===== src/rtl/fifo_ram_dma_if.sv =====
// ============================================================================
//  Module   : fifo_ram_dma_if
//  Brief    : FIFO read port and RAM write port bundle for fifo_ram_dma.
//  Revision : 1.0
// ============================================================================
`default_nettype none

interface fifo_ram_dma_if #(
    parameter int DATA_W = 8,
    parameter int ADDR_W = 8,
    parameter int USDW_W = 8
);
    logic [DATA_W-1:0] fifo_q;
    logic [USDW_W-1:0] fifo_usdw;
    logic              fifo_rdreq;
    logic [ADDR_W-1:0] ram_addr;
    logic [DATA_W-1:0] ram_d;
    logic              ram_wren;

    modport master (
        input  fifo_q, fifo_usdw,
        output fifo_rdreq, ram_addr, ram_d, ram_wren
    );

    modport slave (
        output fifo_q, fifo_usdw,
        input  fifo_rdreq, ram_addr, ram_d, ram_wren
    );
endinterface

`default_nettype wire


===== src/rtl/fifo_ram_dma.sv =====
// ============================================================================
//  Module   : fifo_ram_dma
//  Brief    : Moves samples from a DC FIFO into on-chip RAM on a CPU start.
//  Revision : 1.0
// ============================================================================
`default_nettype none

module fifo_ram_dma #(
    parameter int DATA_W    = 8,
    parameter int ADDR_W    = 8,
    parameter int USDW_W    = 8,
    parameter int LEN_W     = 9,
    parameter int SHOWAHEAD = 1
) (
    input  logic              clk,
    input  logic              reset,
    input  logic              start_transfer,
    input  logic              abort,
    input  logic [ADDR_W-1:0] base_addr,
    input  logic [LEN_W-1:0]  xfer_len,
    output logic              busy,
    output logic              ready,
    output logic              aborted,
    output logic [LEN_W-1:0]  words_done,
    fifo_ram_dma_if.master    bus
);

    typedef enum logic [1:0] {
        ST_IDLE  = 2'd0,
        ST_RUN   = 2'd1,
        ST_FLUSH = 2'd2
    } state_t;

    // Showahead has nothing in flight, so it can end straight from RUN.
    localparam state_t c_end_state = (SHOWAHEAD != 0) ? ST_IDLE : ST_FLUSH;

    state_t            state_q, state_d;
    logic [ADDR_W-1:0] base_q, base_d;
    logic [LEN_W-1:0]  len_q, len_d;
    logic [LEN_W-1:0]  reads_q, reads_d;
    logic [LEN_W-1:0]  words_q, words_d;
    logic              aborted_q, aborted_d;
    logic              ready_q, ready_d;
    logic              rdreq_q, rdreq_d;

    logic [USDW_W-1:0] w_usdw_min;
    logic              w_len_ok;
    logic              w_elig;
    logic              w_rdreq;
    logic              w_last;
    logic              w_wren;
    logic [ADDR_W-1:0] w_addr;

    // usedw lags a read by a cycle in normal mode; demand one spare word then.
    assign w_usdw_min = ((SHOWAHEAD == 0) && rdreq_q) ? USDW_W'(1) : '0;
    assign w_len_ok   = (len_q == '0) || (reads_q < len_q);
    assign w_elig     = w_len_ok && (bus.fifo_usdw > w_usdw_min);
    assign w_rdreq    = (state_q == ST_RUN) && !abort && w_elig;
    assign w_last     = w_rdreq && (len_q != '0) && ((reads_q + LEN_W'(1)) == len_q);
    assign w_addr     = base_q + reads_q[ADDR_W-1:0];

    always_comb begin
        state_d   = state_q;
        base_d    = base_q;
        len_d     = len_q;
        reads_d   = w_rdreq ? (reads_q + LEN_W'(1)) : reads_q;
        words_d   = w_wren ? (words_q + LEN_W'(1)) : words_q;
        aborted_d = aborted_q;
        rdreq_d   = w_rdreq;

        case (state_q)
            ST_IDLE: begin
                if (start_transfer && !abort) begin
                    state_d   = ST_RUN;
                    base_d    = base_addr;
                    len_d     = xfer_len;
                    reads_d   = '0;
                    words_d   = '0;
                    aborted_d = 1'b0;
                end
            end
            ST_RUN: begin
                if (abort) begin
                    aborted_d = 1'b1;
                    state_d   = c_end_state;
                end else if (len_q != '0) begin
                    if (w_last) begin
                        state_d = c_end_state;
                    end
                end else if (SHOWAHEAD != 0) begin
                    if (!w_elig) begin
                        state_d = ST_IDLE;
                    end
                end else if (bus.fifo_usdw == '0) begin
                    state_d = ST_FLUSH;
                end
            end
            ST_FLUSH: begin
                state_d = ST_IDLE;
                if (abort) begin
                    aborted_d = 1'b1;
                end
            end
            default: begin
                state_d = ST_IDLE;
            end
        endcase

        ready_d = (state_q != ST_IDLE) && (state_d == ST_IDLE);
    end

    always_ff @(posedge clk) begin
        if (reset) begin
            state_q   <= ST_IDLE;
            base_q    <= '0;
            len_q     <= '0;
            reads_q   <= '0;
            words_q   <= '0;
            aborted_q <= 1'b0;
            ready_q   <= 1'b0;
            rdreq_q   <= 1'b0;
        end else begin
            state_q   <= state_d;
            base_q    <= base_d;
            len_q     <= len_d;
            reads_q   <= reads_d;
            words_q   <= words_d;
            aborted_q <= aborted_d;
            ready_q   <= ready_d;
            rdreq_q   <= rdreq_d;
        end
    end

    generate
        if (SHOWAHEAD != 0) begin : g_showahead
            assign w_wren       = w_rdreq;
            assign bus.ram_addr = w_wren ? w_addr : '0;
            assign bus.ram_d    = w_wren ? bus.fifo_q : '0;
        end else begin : g_normal
            logic [ADDR_W-1:0] wr_addr_q, wr_addr_d;

            // The word arrives a cycle after its read, so its address is held.
            always_comb begin
                wr_addr_d = w_rdreq ? w_addr : wr_addr_q;
            end

            always_ff @(posedge clk) begin
                if (reset) begin
                    wr_addr_q <= '0;
                end else begin
                    wr_addr_q <= wr_addr_d;
                end
            end

            assign w_wren       = rdreq_q;
            assign bus.ram_addr = w_wren ? wr_addr_q : '0;
            assign bus.ram_d    = w_wren ? bus.fifo_q : '0;
        end
    endgenerate

    assign bus.ram_wren   = w_wren;
    assign bus.fifo_rdreq = w_rdreq;
    assign busy           = (state_q != ST_IDLE);
    assign ready          = ready_q;
    assign aborted        = aborted_q;
    assign words_done     = words_q;

endmodule

`default_nettype wire


===== src/flat_wrapper.sv =====
// flat-port wrapper written by rule: the top's interface ports become plain ports
module fifo_ram_dma_flat 
#(
    parameter int DATA_W    = 8,
    parameter int ADDR_W    = 8,
    parameter int USDW_W    = 8,
    parameter int LEN_W     = 9,
    parameter int SHOWAHEAD = 1
)
  (clk, reset, start_transfer, abort, base_addr, xfer_len, busy, ready, aborted, words_done, bus_fifo_q, bus_fifo_usdw, bus_fifo_rdreq, bus_ram_addr, bus_ram_d, bus_ram_wren);
  fifo_ram_dma_if #(.DATA_W(DATA_W), .ADDR_W(ADDR_W), .USDW_W(USDW_W)) bus_i ();
  input  logic clk;
  input  logic reset;
  input  logic start_transfer;
  input  logic abort;
  input  logic [ADDR_W-1:0] base_addr;
  input  logic [LEN_W-1:0] xfer_len;
  output logic busy;
  output logic ready;
  output logic aborted;
  output logic [LEN_W-1:0] words_done;
  input wire logic [$bits(bus_i.fifo_q)-1:0] bus_fifo_q;
  input wire logic [$bits(bus_i.fifo_usdw)-1:0] bus_fifo_usdw;
  output wire logic [$bits(bus_i.fifo_rdreq)-1:0] bus_fifo_rdreq;
  output wire logic [$bits(bus_i.ram_addr)-1:0] bus_ram_addr;
  output wire logic [$bits(bus_i.ram_d)-1:0] bus_ram_d;
  output wire logic [$bits(bus_i.ram_wren)-1:0] bus_ram_wren;
  assign bus_i.fifo_q = bus_fifo_q;
  assign bus_i.fifo_usdw = bus_fifo_usdw;
  assign bus_fifo_rdreq = bus_i.fifo_rdreq;
  assign bus_ram_addr = bus_i.ram_addr;
  assign bus_ram_d = bus_i.ram_d;
  assign bus_ram_wren = bus_i.ram_wren;
  fifo_ram_dma #(.DATA_W(DATA_W), .ADDR_W(ADDR_W), .USDW_W(USDW_W), .LEN_W(LEN_W), .SHOWAHEAD(SHOWAHEAD)) u_core (.clk(clk), .reset(reset), .start_transfer(start_transfer), .abort(abort), .base_addr(base_addr), .xfer_len(xfer_len), .busy(busy), .ready(ready), .aborted(aborted), .words_done(words_done), .bus(bus_i));
endmodule

===== config.mk =====
export PLATFORM = sky130hd
export DESIGN_NAME = fifo_ram_dma_flat
export DESIGN_NICKNAME = d
export VERILOG_FILES = /design/src/rtl/fifo_ram_dma_if.sv /design/src/rtl/fifo_ram_dma.sv /design/src/flat_wrapper.sv
export SDC_FILE = /design/constraint.sdc
export NUM_CORES = 1
export LEC_CHECK = 0
export CORE_UTILIZATION = 50
export DETAILED_ROUTE_END_ITERATION = 7
export DONT_BUFFER_PORTS = 1
export GPL_ROUTABILITY_DRIVEN = 0
export PLACE_DENSITY = 0.76
export SLEW_MARGIN = 20
export SYNTH_ARGS = -nofsm -noshare
export SYNTH_HDL_FRONTEND = slang
export SYNTH_SLANG_ARGS = --single-unit

===== constraint.sdc =====
create_clock -name clk -period 7.79 [get_ports clk]
set_input_delay 2.337 -clock clk [delete_from_list [all_inputs] [get_ports clk]]
set_output_delay 2.337 -clock clk [all_outputs]
set_load 0.01 [all_outputs]

==> results.yml, run 1 <==
floorplanning:
  die_area_um2: 5330
  core_area_um2: 4790
  start_util: 0.526
  die-height_um: 73.0
  io_pins: 67
  rows: 25
  die_x_um: 73.0
logic_synthesis:
  syn_nets: 383
  syn-mean-instance-area_um2: 7.77
  synth_compound_area_frac: 0.173
  ys_ff_latch: 39
  synthArstFlopShare: 0
  synth_xor_xnor_area_share: 0.0869
  synth_edf_count: 0
  synthCells: 324
  yosys.area_share.adder: 0.112
  yosys-top-cells-count: "54 x nand2_1, 39 x dfxtp_1, 37 x a21oi_1, 28 x nor2_1, 21 x ha_1"
  synth_mux_area_frac: 0
  synth_top_area_frac: 0.310
  syn-cell-area_um2: 2520
  synth.yosys.seq_area_share: 0.310
  ys_types: 49
  synth_area_leaders: "dfxtp_1 31%, ha_1 10%, nand2_1 8.0%"
  synth_simple_gate_area_frac: 0.270
  ys_warn_count: 0
  synth_top_family_by_area: "simple AND/OR/NAND/NOR gates"
  ys.flop_type: "dfxtp_1"
  synth_top_area_cell: "dfxtp_1"
  yosysMostFrequentCell: "nand2_1"
placed_design:
  dpl.hpwl_mm: 4.19
  place_inst: 378
  portBuffers: 0
timing:
  fin_skew_ns: 0.00737
  timing.fmax_mhz: 161
  worstMarginPinSlew_ns: 0.686
  hold_violations: 0
  slew-limit-headroom: 0.542
  setup_viol: 0
  period_needed_ns: 6.20
  rsz0062_at_grt: "false"
  tns_ns: 0
  finalMaxSlewViolations: 0
  fin_crit_sh: 0.796
power:
  p_leak_nw: 1.02
  power_density_nw_per_um2: 151
  vdd_ir_drop_max_v: 0.000121
clocking:
  cts_hold_buf: 0
  insertion_delay_ns: 0.29
  post_cts_buffers: 0
  clock_path_buffers: 2
  cts_resized: 0
  cts.htree.levels: 2
  cts_buffers: 5
  clkTransAtPathRegs_ns: 0.07
  cts_tree: "built"
  cts_root_buf: "clkbuf_8"
  clock_sinks: 39
cells_and_area:
  nets: 377
  multi_input_area_um2: 1620
  finalNonFillerCells: 386
  regArea_um2: 781
  syn2layout_area_growth_pct: 4.57
  fill_cells: 464
  antenna_cells: 0
  drive_gt1_frac: 0.0596
global_route:
  grt_max_degree: 26
  grt_use_met3: 0.0470
  met1_usage: 0.280
  grt_first_pass_wirelength_mm: 8.91
  grt-ovfl-total: 0
  grt_util_met2: 0.364
  track_usage: 0.219
  grt_pass1_vias: 1988
  grt_antenna_before_repair: 0
  gr-max-usage-layer: "met2"
worst_setup_path:
  crit_fanout: 22
  cp-start-kind: "input pin"
  required_ns: 5.45
  endpoint_kind: "primary output"
  cp_data_arrival_time_ns: 3.87
  path_class: "input pin to primary output"
drt:
  drc: 0
  first_pass_iters: 4
  antenna_left: 0
  vias: 2177
  drtIter0Drc: 93
  routed_wl_mm: 5.65
  wl_per_cell_um: 14.6
  viasPerCell: 5.64
status:
  status: "finished, final reports clean"
min_path:
  min_path_type: "flip-flop to flip-flop"
run:
  cap_violations: 0
power breakdown:
| group | switching (mW) | internal (mW) | leakage (nW) |
|---|---|---|---|
| clock | 0.0732 | 0.0613 | 0.0477 |
| sequential | 0.00666 | 0.205 | 0.316 |
| combinational | 0.0330 | 0.0193 | 0.655 |
final cells by class:
cell class	count	area share
Clock buffer	5	0.0261
Clock inverter	3	0.00570
Inverter	16	0.0228
Multi-Input combinational cell	255	0.614
Sequential cell	39	0.296
Tap cell	67	0.0318
Timing Repair Buffer	1	0.00285
metrics by stage:
step / util / hold WS [ns] / worst slack [ns] / total power [mW] / cell area (um2)
finish: 0.550 / 0.454 / 1.59 / 0.398 / 2630
global route: 0.550 / 0.476 / 1.36 / 0.416 / 2630
CTS: 0.550 / 0.456 / 1.57 / 0.401 / 2630
detailed placement: 0.533 / 0.446 / 1.57 / 0.269 / 2550
global placement: 0.533 / 0.444 / 1.61 / 0.267 / 2550
floorplan: - / 0.440 / 1.97 / 0.259 / 2520
worst max-delay path, stage by stage:
cell and delay (ns):
nor4_1 0.34, nand2_1 0.14, o21a_4 0.16, nand3_4 0.18
inv_1 0.36, and2_1 0.34
worst paths after layout:
| kind | startpoint | end | slack [ns] | depth (start not counted) |
|---|---|---|---|---|
| setup / recovery | bus_fifo_usdw[0] | bus_ram_d[6] | 1.59 | 6 |
| hold / removal | u_core.base_q[6] | u_core.base_q[6] | 0.45 | 2 |
| setup reg to reg | u_core.reads_q[2] | u_core.words_done[2] | 5.07 | 8 |
| hold reg to reg | u_core.base_q[6] | u_core.base_q[6] | 0.45 | 2 |
flip-flops by register name, summed over array words and instances, names as in the netlist:
name,count
u_core.ready,1
u_core.reads_q,9
u_core.len_q,9
u_core.aborted,1
u_core.state_q,2
u_core.base_q,8
u_core.words_done,9
placed cells by master (no fill, tap or decap), types with 4 or more instances in the layout:
| master | instances |
|---|---|
| or3_1 | 5 |
| a21oi_1 | 37 |
| nor4_1 | 8 |
| nand4_1 | 6 |
| and2_1 | 10 |
| inv_1 | 16 |
| nor3_1 | 6 |
| ha_1 | 21 |
| dfxtp_1 | 39 |
| xnor2_1 | 15 |
| nand3_1 | 7 |
| a21o_1 | 4 |
| o21ai_0 | 5 |
| clkbuf_8 | 5 |
| xor2_1 | 10 |
| o31ai_1 | 4 |
| nor2_1 | 28 |
| nand2_1 | 54 |
logic make-up (layout without fill, tap and decap cells):
group,Yosys count,in the layout
and+or+nand+nor,140,140
AOI/OAI and AO/OA,68,68
xor gates and xnor gates,25,25
DFF,39,39
buffers and inverters,30,25
adders and majority gates,22,22
metal layers:
metal | vias up | wire length [um]
li1 | 1108 | -
met1 | 997 | 2580
met2 | 65 | 2720
met3 | 7 | 291
met4 | 0 | 59
met5 | - | 0
Power figures use the tool's default switching activity.
==> run 2: changes to the inputs <==
- clock period: 7.79 -> 5.8 ns (I/O delays scaled with it)
==> run 2 against run 1 <==
Net effect: sequential power is 34% higher; global-route usage is 0.50 points higher; via count is 2.4% higher; die area stayed put; cell count stayed put; sequential share of layout area is 0.38 points lower; cell area is 1.3% higher; clock skew is 0.0040 ns higher; critical path type unchanged; largest cell class unchanged.
==> results.yml, run 2 (same netlist as run 1, synthesis figures left out) <==
clocking:
  cts_tree: "built"
  post_cts_buffers: 0
  cts_buffers: 5
  clock_sinks: 39
  insertion_delay_ns: 0.30
  cts_root_buf: "clkbuf_8"
  clkTransAtPathRegs_ns: 0.08
  clock_path_buffers: 2
  cts_resized: 0
  cts_hold_buf: 0
  cts.htree.levels: 2
floorplanning:
  rows: 25
  io_pins: 67
  core_area_um2: 4790
  die_area_um2: 5330
  die_x_um: 73.0
  die-height_um: 73.0
  start_util: 0.526
placed_design:
  dpl.hpwl_mm: 4.26
  place_inst: 378
  portBuffers: 0
cells_and_area:
  finalNonFillerCells: 386
  nets: 377
  most-common-layout-cells: "54 x nand2_1, 39 x dfxtp_1, 37 x a21oi_1"
  antenna_cells: 0
  final_common_cell: "nand2_1"
  multi_input_area_um2: 1620
  fill_cells: 443
  drive_gt1_frac: 0.0596
  regArea_um2: 781
  syn2layout_area_growth_pct: 5.91
  utilization: 0.557
worst_setup_path:
  path_buf_inv: 1
  crit_fanout: 22
  cp-start-kind: "input pin"
  path_class: "input pin to primary output"
  cp_data_arrival_time_ns: 3.29
  r2r_end: "u_core.words_done[2]"
  r2r_cells: 8
  worstPathCellList: "nor4_1 -> nand2_1 -> o21a_4 -> nand3_4 -> inv_1 -> and2_1"
  slowest_stage: "inv_1"
  required_ns: 4.06
  critPathTopFamily: "simple AND/OR/NAND/NOR gates"
  cp_slowest_stage_delay_ns: 0.36
  reg2reg_slack_ns: 3.04
  r2r-start: "u_core.reads_q[2]"
  endpoint_kind: "primary output"
drt:
  viasPerCell: 5.78
  first_pass_iters: 4
  antenna_left: 0
  vias: 2230
  wl_per_cell_um: 14.9
  drc: 0
  drtIter0Drc: 94
  routed_wl_mm: 5.73
status:
  status: "finished, final reports clean"
global_route:
  grt_pass1_vias: 2024
  grt_first_pass_wirelength_mm: 9.09
  track_usage: 0.224
  grt-ovfl-total: 0
  grt_max_degree: 26
  grt_antenna_before_repair: 0
min_path:
  whs_endpoint: "u_core.base_q[6]"
  holdCritStartpoint: "u_core.base_q[6]"
  min_path_type: "flip-flop to flip-flop"
  min_path_cells: 2
power:
  power_density_nw_per_um2: 222
  power_mw: 0.593
  p_leak_nw: 1.03
  vdd_ir_drop_max_v: 0.000137
timing:
  fin_crit_sh: 0.867
  hold_violations: 0
  fin_skew_ns: 0.0113
  tns_ns: 0
  rsz0062_at_grt: "false"
  timing.fmax_mhz: 199
  worstMarginPinSlew_ns: 0.690
  setup_viol: 0
  period_needed_ns: 5.03
  timing.hold.ws_ns: 0.460
  finalMaxSlewViolations: 0
  slew-limit-headroom: 0.540
run:
  cap_violations: 0
-- run 2: per-stage QoR --
stage               worst slack, ns  instance area [um2]
global route                  0.521                 2670
detailed placement            0.757                 2550
finish                        0.772                 2670
floorplan                      1.17                 2520
CTS                           0.746                 2670
global placement              0.824                 2550
-- run 2: report_power, final --
part	total (mW)	internal (mW)	switching [mW]
clock	0.238	0.139	0.0989
combinational	0.0702	0.0259	0.0443
sequential	0.284	0.275	0.00897
total	0.593	0.441	0.152
-- run 2: cell type report --
class | instances | area share
Timing Repair Buffer | 1 | 0.00281
Tap cell | 67 | 0.0314
Clock inverter | 2 | 0.0131
Sequential cell | 39 | 0.293
Inverter | 16 | 0.0225
Multi-Input combinational cell | 255 | 0.606
Clock buffer | 6 | 0.0310
-- run 2: routing by layer --
layer / global-route usage / wire length (um) / part of all wire
met4: 0.0784 / 78 / 0.014
met2: 0.383 / 2820 / 0.49
met3: 0.0483 / 333 / 0.058
met5: 0 / 0 / 0
met1: 0.277 / 2500 / 0.44
-- run 2: how the worst max path moves through the flow --
stage          slack [ns]        startpoint  cells past startpoint         endpoint
2_1_floorplan        1.17  bus_fifo_usdw[0]                      7  bus_ram_addr[0]
3_3_place_gp         0.82  bus_fifo_usdw[0]                      6  bus_ram_addr[0]
3_5_place_dp         0.76  bus_fifo_usdw[4]                      6     bus_ram_d[6]
4_1_cts              0.75  bus_fifo_usdw[4]                      6     bus_ram_d[6]
5_1_grt              0.52  bus_fifo_usdw[0]                      6     bus_ram_d[6]
6_report             0.77  bus_fifo_usdw[4]                      6     bus_ram_d[6]
-- run 2: worst min-delay path, stage by stage, from the launching register on --
cell and delay [ns]:
dfxtp_1 0.32, nand2_1 0.05, a21oi_1 0.05
==> run 3: changes to the inputs <==
- ABC_AREA: default -> 1
==> run 3 against run 2 <==
Net effect: count of clock-buffer cells in the layout unchanged; via count grew 6.4%; global-route usage is 0.80 points lower; clock skew down 0.0033 ns; register-to-register slack better by 0.19 ns; total power fell by 0.67%; fmax up 11%; non-clock buffer count did not move; utilization grew 0.39 points; area after synthesis up 4.1%.
==> results.yml, run 3 <==
logic_synthesis:
  synth_edf_count: 0
  synth_top_area_cell: "dfxtp_1"
  ys_warn_count: 0
  synthCells: 395
  synth.yosys.seq_area_share: 0.298
  yosysMostFrequentCell: "nand2_1"
  synth_top_area_frac: 0.298
  ys_types: 29
  ys.flop_type: "dfxtp_1"
  syn_nets: 454
  ys_ff_latch: 39
  yosys-top-cells-count: "77 x nand2_1, 59 x nor2_1, 49 x inv_1, 39 x dfxtp_1, 35 x nand3_1"
  synth_area_leaders: "dfxtp_1 30%, nand2_1 11%, ha_1 10%"
  synthArstFlopShare: 0
  syn-cell-area_um2: 2620
  syn-mean-instance-area_um2: 6.64
floorplanning:
  die_area_um2: 5540
  io_pins: 67
  die-height_um: 74.4
  rows: 25
  die_x_um: 74.4
  start_util: 0.537
  core_area_um2: 4880
clocking:
  cts_hold_buf: 0
  cts_resized: 0
  cts_root_buf: "clkbuf_8"
  post_cts_buffers: 0
  cts.htree.levels: 2
  clock_sinks: 39
  insertion_delay_ns: 0.30
  cts_tree: "built"
  clkTransAtPathRegs_ns: 0.08
  clock_path_buffers: 2
  cts_buffers: 5
drt:
  viasPerCell: 5.18
  drc: 0
  routed_wl_mm: 5.67
  antenna_left: 0
  drtIter0Drc: 105
  wl_per_cell_um: 12.4
  vias: 2372
  first_pass_iters: 4
min_path:
  min_path_type: "flip-flop to flip-flop"
power:
  power_density_nw_per_um2: 215
  p_leak_nw: 1.22
  vdd_ir_drop_max_v: 0.000117
cells_and_area:
  final_common_cell: "nand2_1"
  utilization: 0.561
  syn2layout_area_growth_pct: 4.49
  fill_cells: 505
  drive_gt1_frac: 0.0639
  nets: 450
  most-common-layout-cells: "77 x nand2_1, 59 x nor2_1, 49 x inv_1"
  antenna_cells: 0
global_route:
  grt_antenna_before_repair: 0
  track_usage: 0.216
  grt_max_degree: 28
  grt_pass1_vias: 2167
  grt_first_pass_wirelength_mm: 9.14
  grt-ovfl-total: 0
placed_design:
  dpl.hpwl_mm: 4.37
  place_ws_ns: 1.27
  portBuffers: 0
worst_setup_path:
  path_class: "input pin to primary output"
  required_ns: 4.06
  crit_fanout: 27
  cp-start-kind: "input pin"
  reg2reg_slack_ns: 3.23
  endpoint_kind: "primary output"
  cp_data_arrival_time_ns: 2.77
timing:
  setup_viol: 0
  slew-limit-headroom: 0.512
  tns_ns: 0
  timing.fmax_mhz: 222
  period_needed_ns: 4.51
  finalMaxSlewViolations: 0
  rsz0062_at_grt: "false"
  worstMarginPinSlew_ns: 0.730
  setup_ws_ns: 1.29
  fin_skew_ns: 0.00806
  fin_crit_sh: 0.778
  hold_violations: 0
status:
  status: "finished, final reports clean"
run:
  cap_violations: 0
-- run 3: cells by family after synthesis --
family,after synthesis,synth area share
AND/OR/NAND/NOR,196,0.325
AO/OA/AOI/OAI,63,0.137
buffers and inverters,65,0.0993
XOR/XNOR,10,0.0334
adder cells (fa/ha/maj),22,0.108
flip-flops,39,0.298
-- run 3: critical path: stages --
cell     delay (ns)
inv_1          0.06
nand2_1        0.09
nor2_1         0.19
nand2_4        0.21
inv_2          0.15
o21ai_0        0.08
a21oi_1        0.24
-- run 3: report_power, final --
part | switching (mW) | leakage, nW | internal [mW]
combinational | 0.0674 | 0.859 | 0.0357
clock | 0.0953 | 0.0470 | 0.0933
sequential | 0.0162 | 0.318 | 0.281
-- run 3: metal layers --
| layer | global-route usage | wire [um] | part of all wire | vias up |
|---|---|---|---|---|
| met5 | 0 | 0 | 0 | - |
| met4 | 0.0797 | 112 | 0.020 | 0 |
| met3 | 0.0664 | 362 | 0.064 | 12 |
| met2 | 0.368 | 2670 | 0.47 | 58 |
| met1 | 0.254 | 2530 | 0.45 | 1040 |
| li1 | - | - | - | 1262 |
-- run 3: final timing paths --
kind              cells past startpoint                   end              start
hold reg to reg                       2      u_core.base_q[5]   u_core.base_q[5]
setup reg to reg                      5  u_core.words_done[6]  u_core.state_q[0]
hold / removal                        2      u_core.base_q[5]   u_core.base_q[5]
setup / recovery                      7       bus_ram_addr[3]              abort
-- run 3: area by class of cell --
| class | count | area, um2 | share of cell area |
|---|---|---|---|
| Clock inverter | 1 | 5.00 | 0.00183 |
| Inverter | 53 | 199 | 0.0726 |
| Tap cell | 67 | 83.8 | 0.0306 |
| Multi-Input combinational cell | 291 | 1580 | 0.577 |
| Timing Repair Buffer | 1 | 7.51 | 0.00274 |
| Sequential cell | 39 | 781 | 0.285 |
| Clock buffer | 6 | 82.6 | 0.0302 |
-- run 3: through the flow --
stage / hold WS, ns / std cells / total power, mW / area, um2
after detailed placement: 0.454 / 451 / 0.406 / 2650
final: 0.462 / 458 / 0.589 / 2740
after floorplan: 0.445 / 395 / 0.387 / 2620
after global placement: 0.448 / 451 / 0.403 / 2650
after CTS: 0.464 / 458 / 0.592 / 2740
after global routing: 0.495 / 458 / 0.623 / 2740
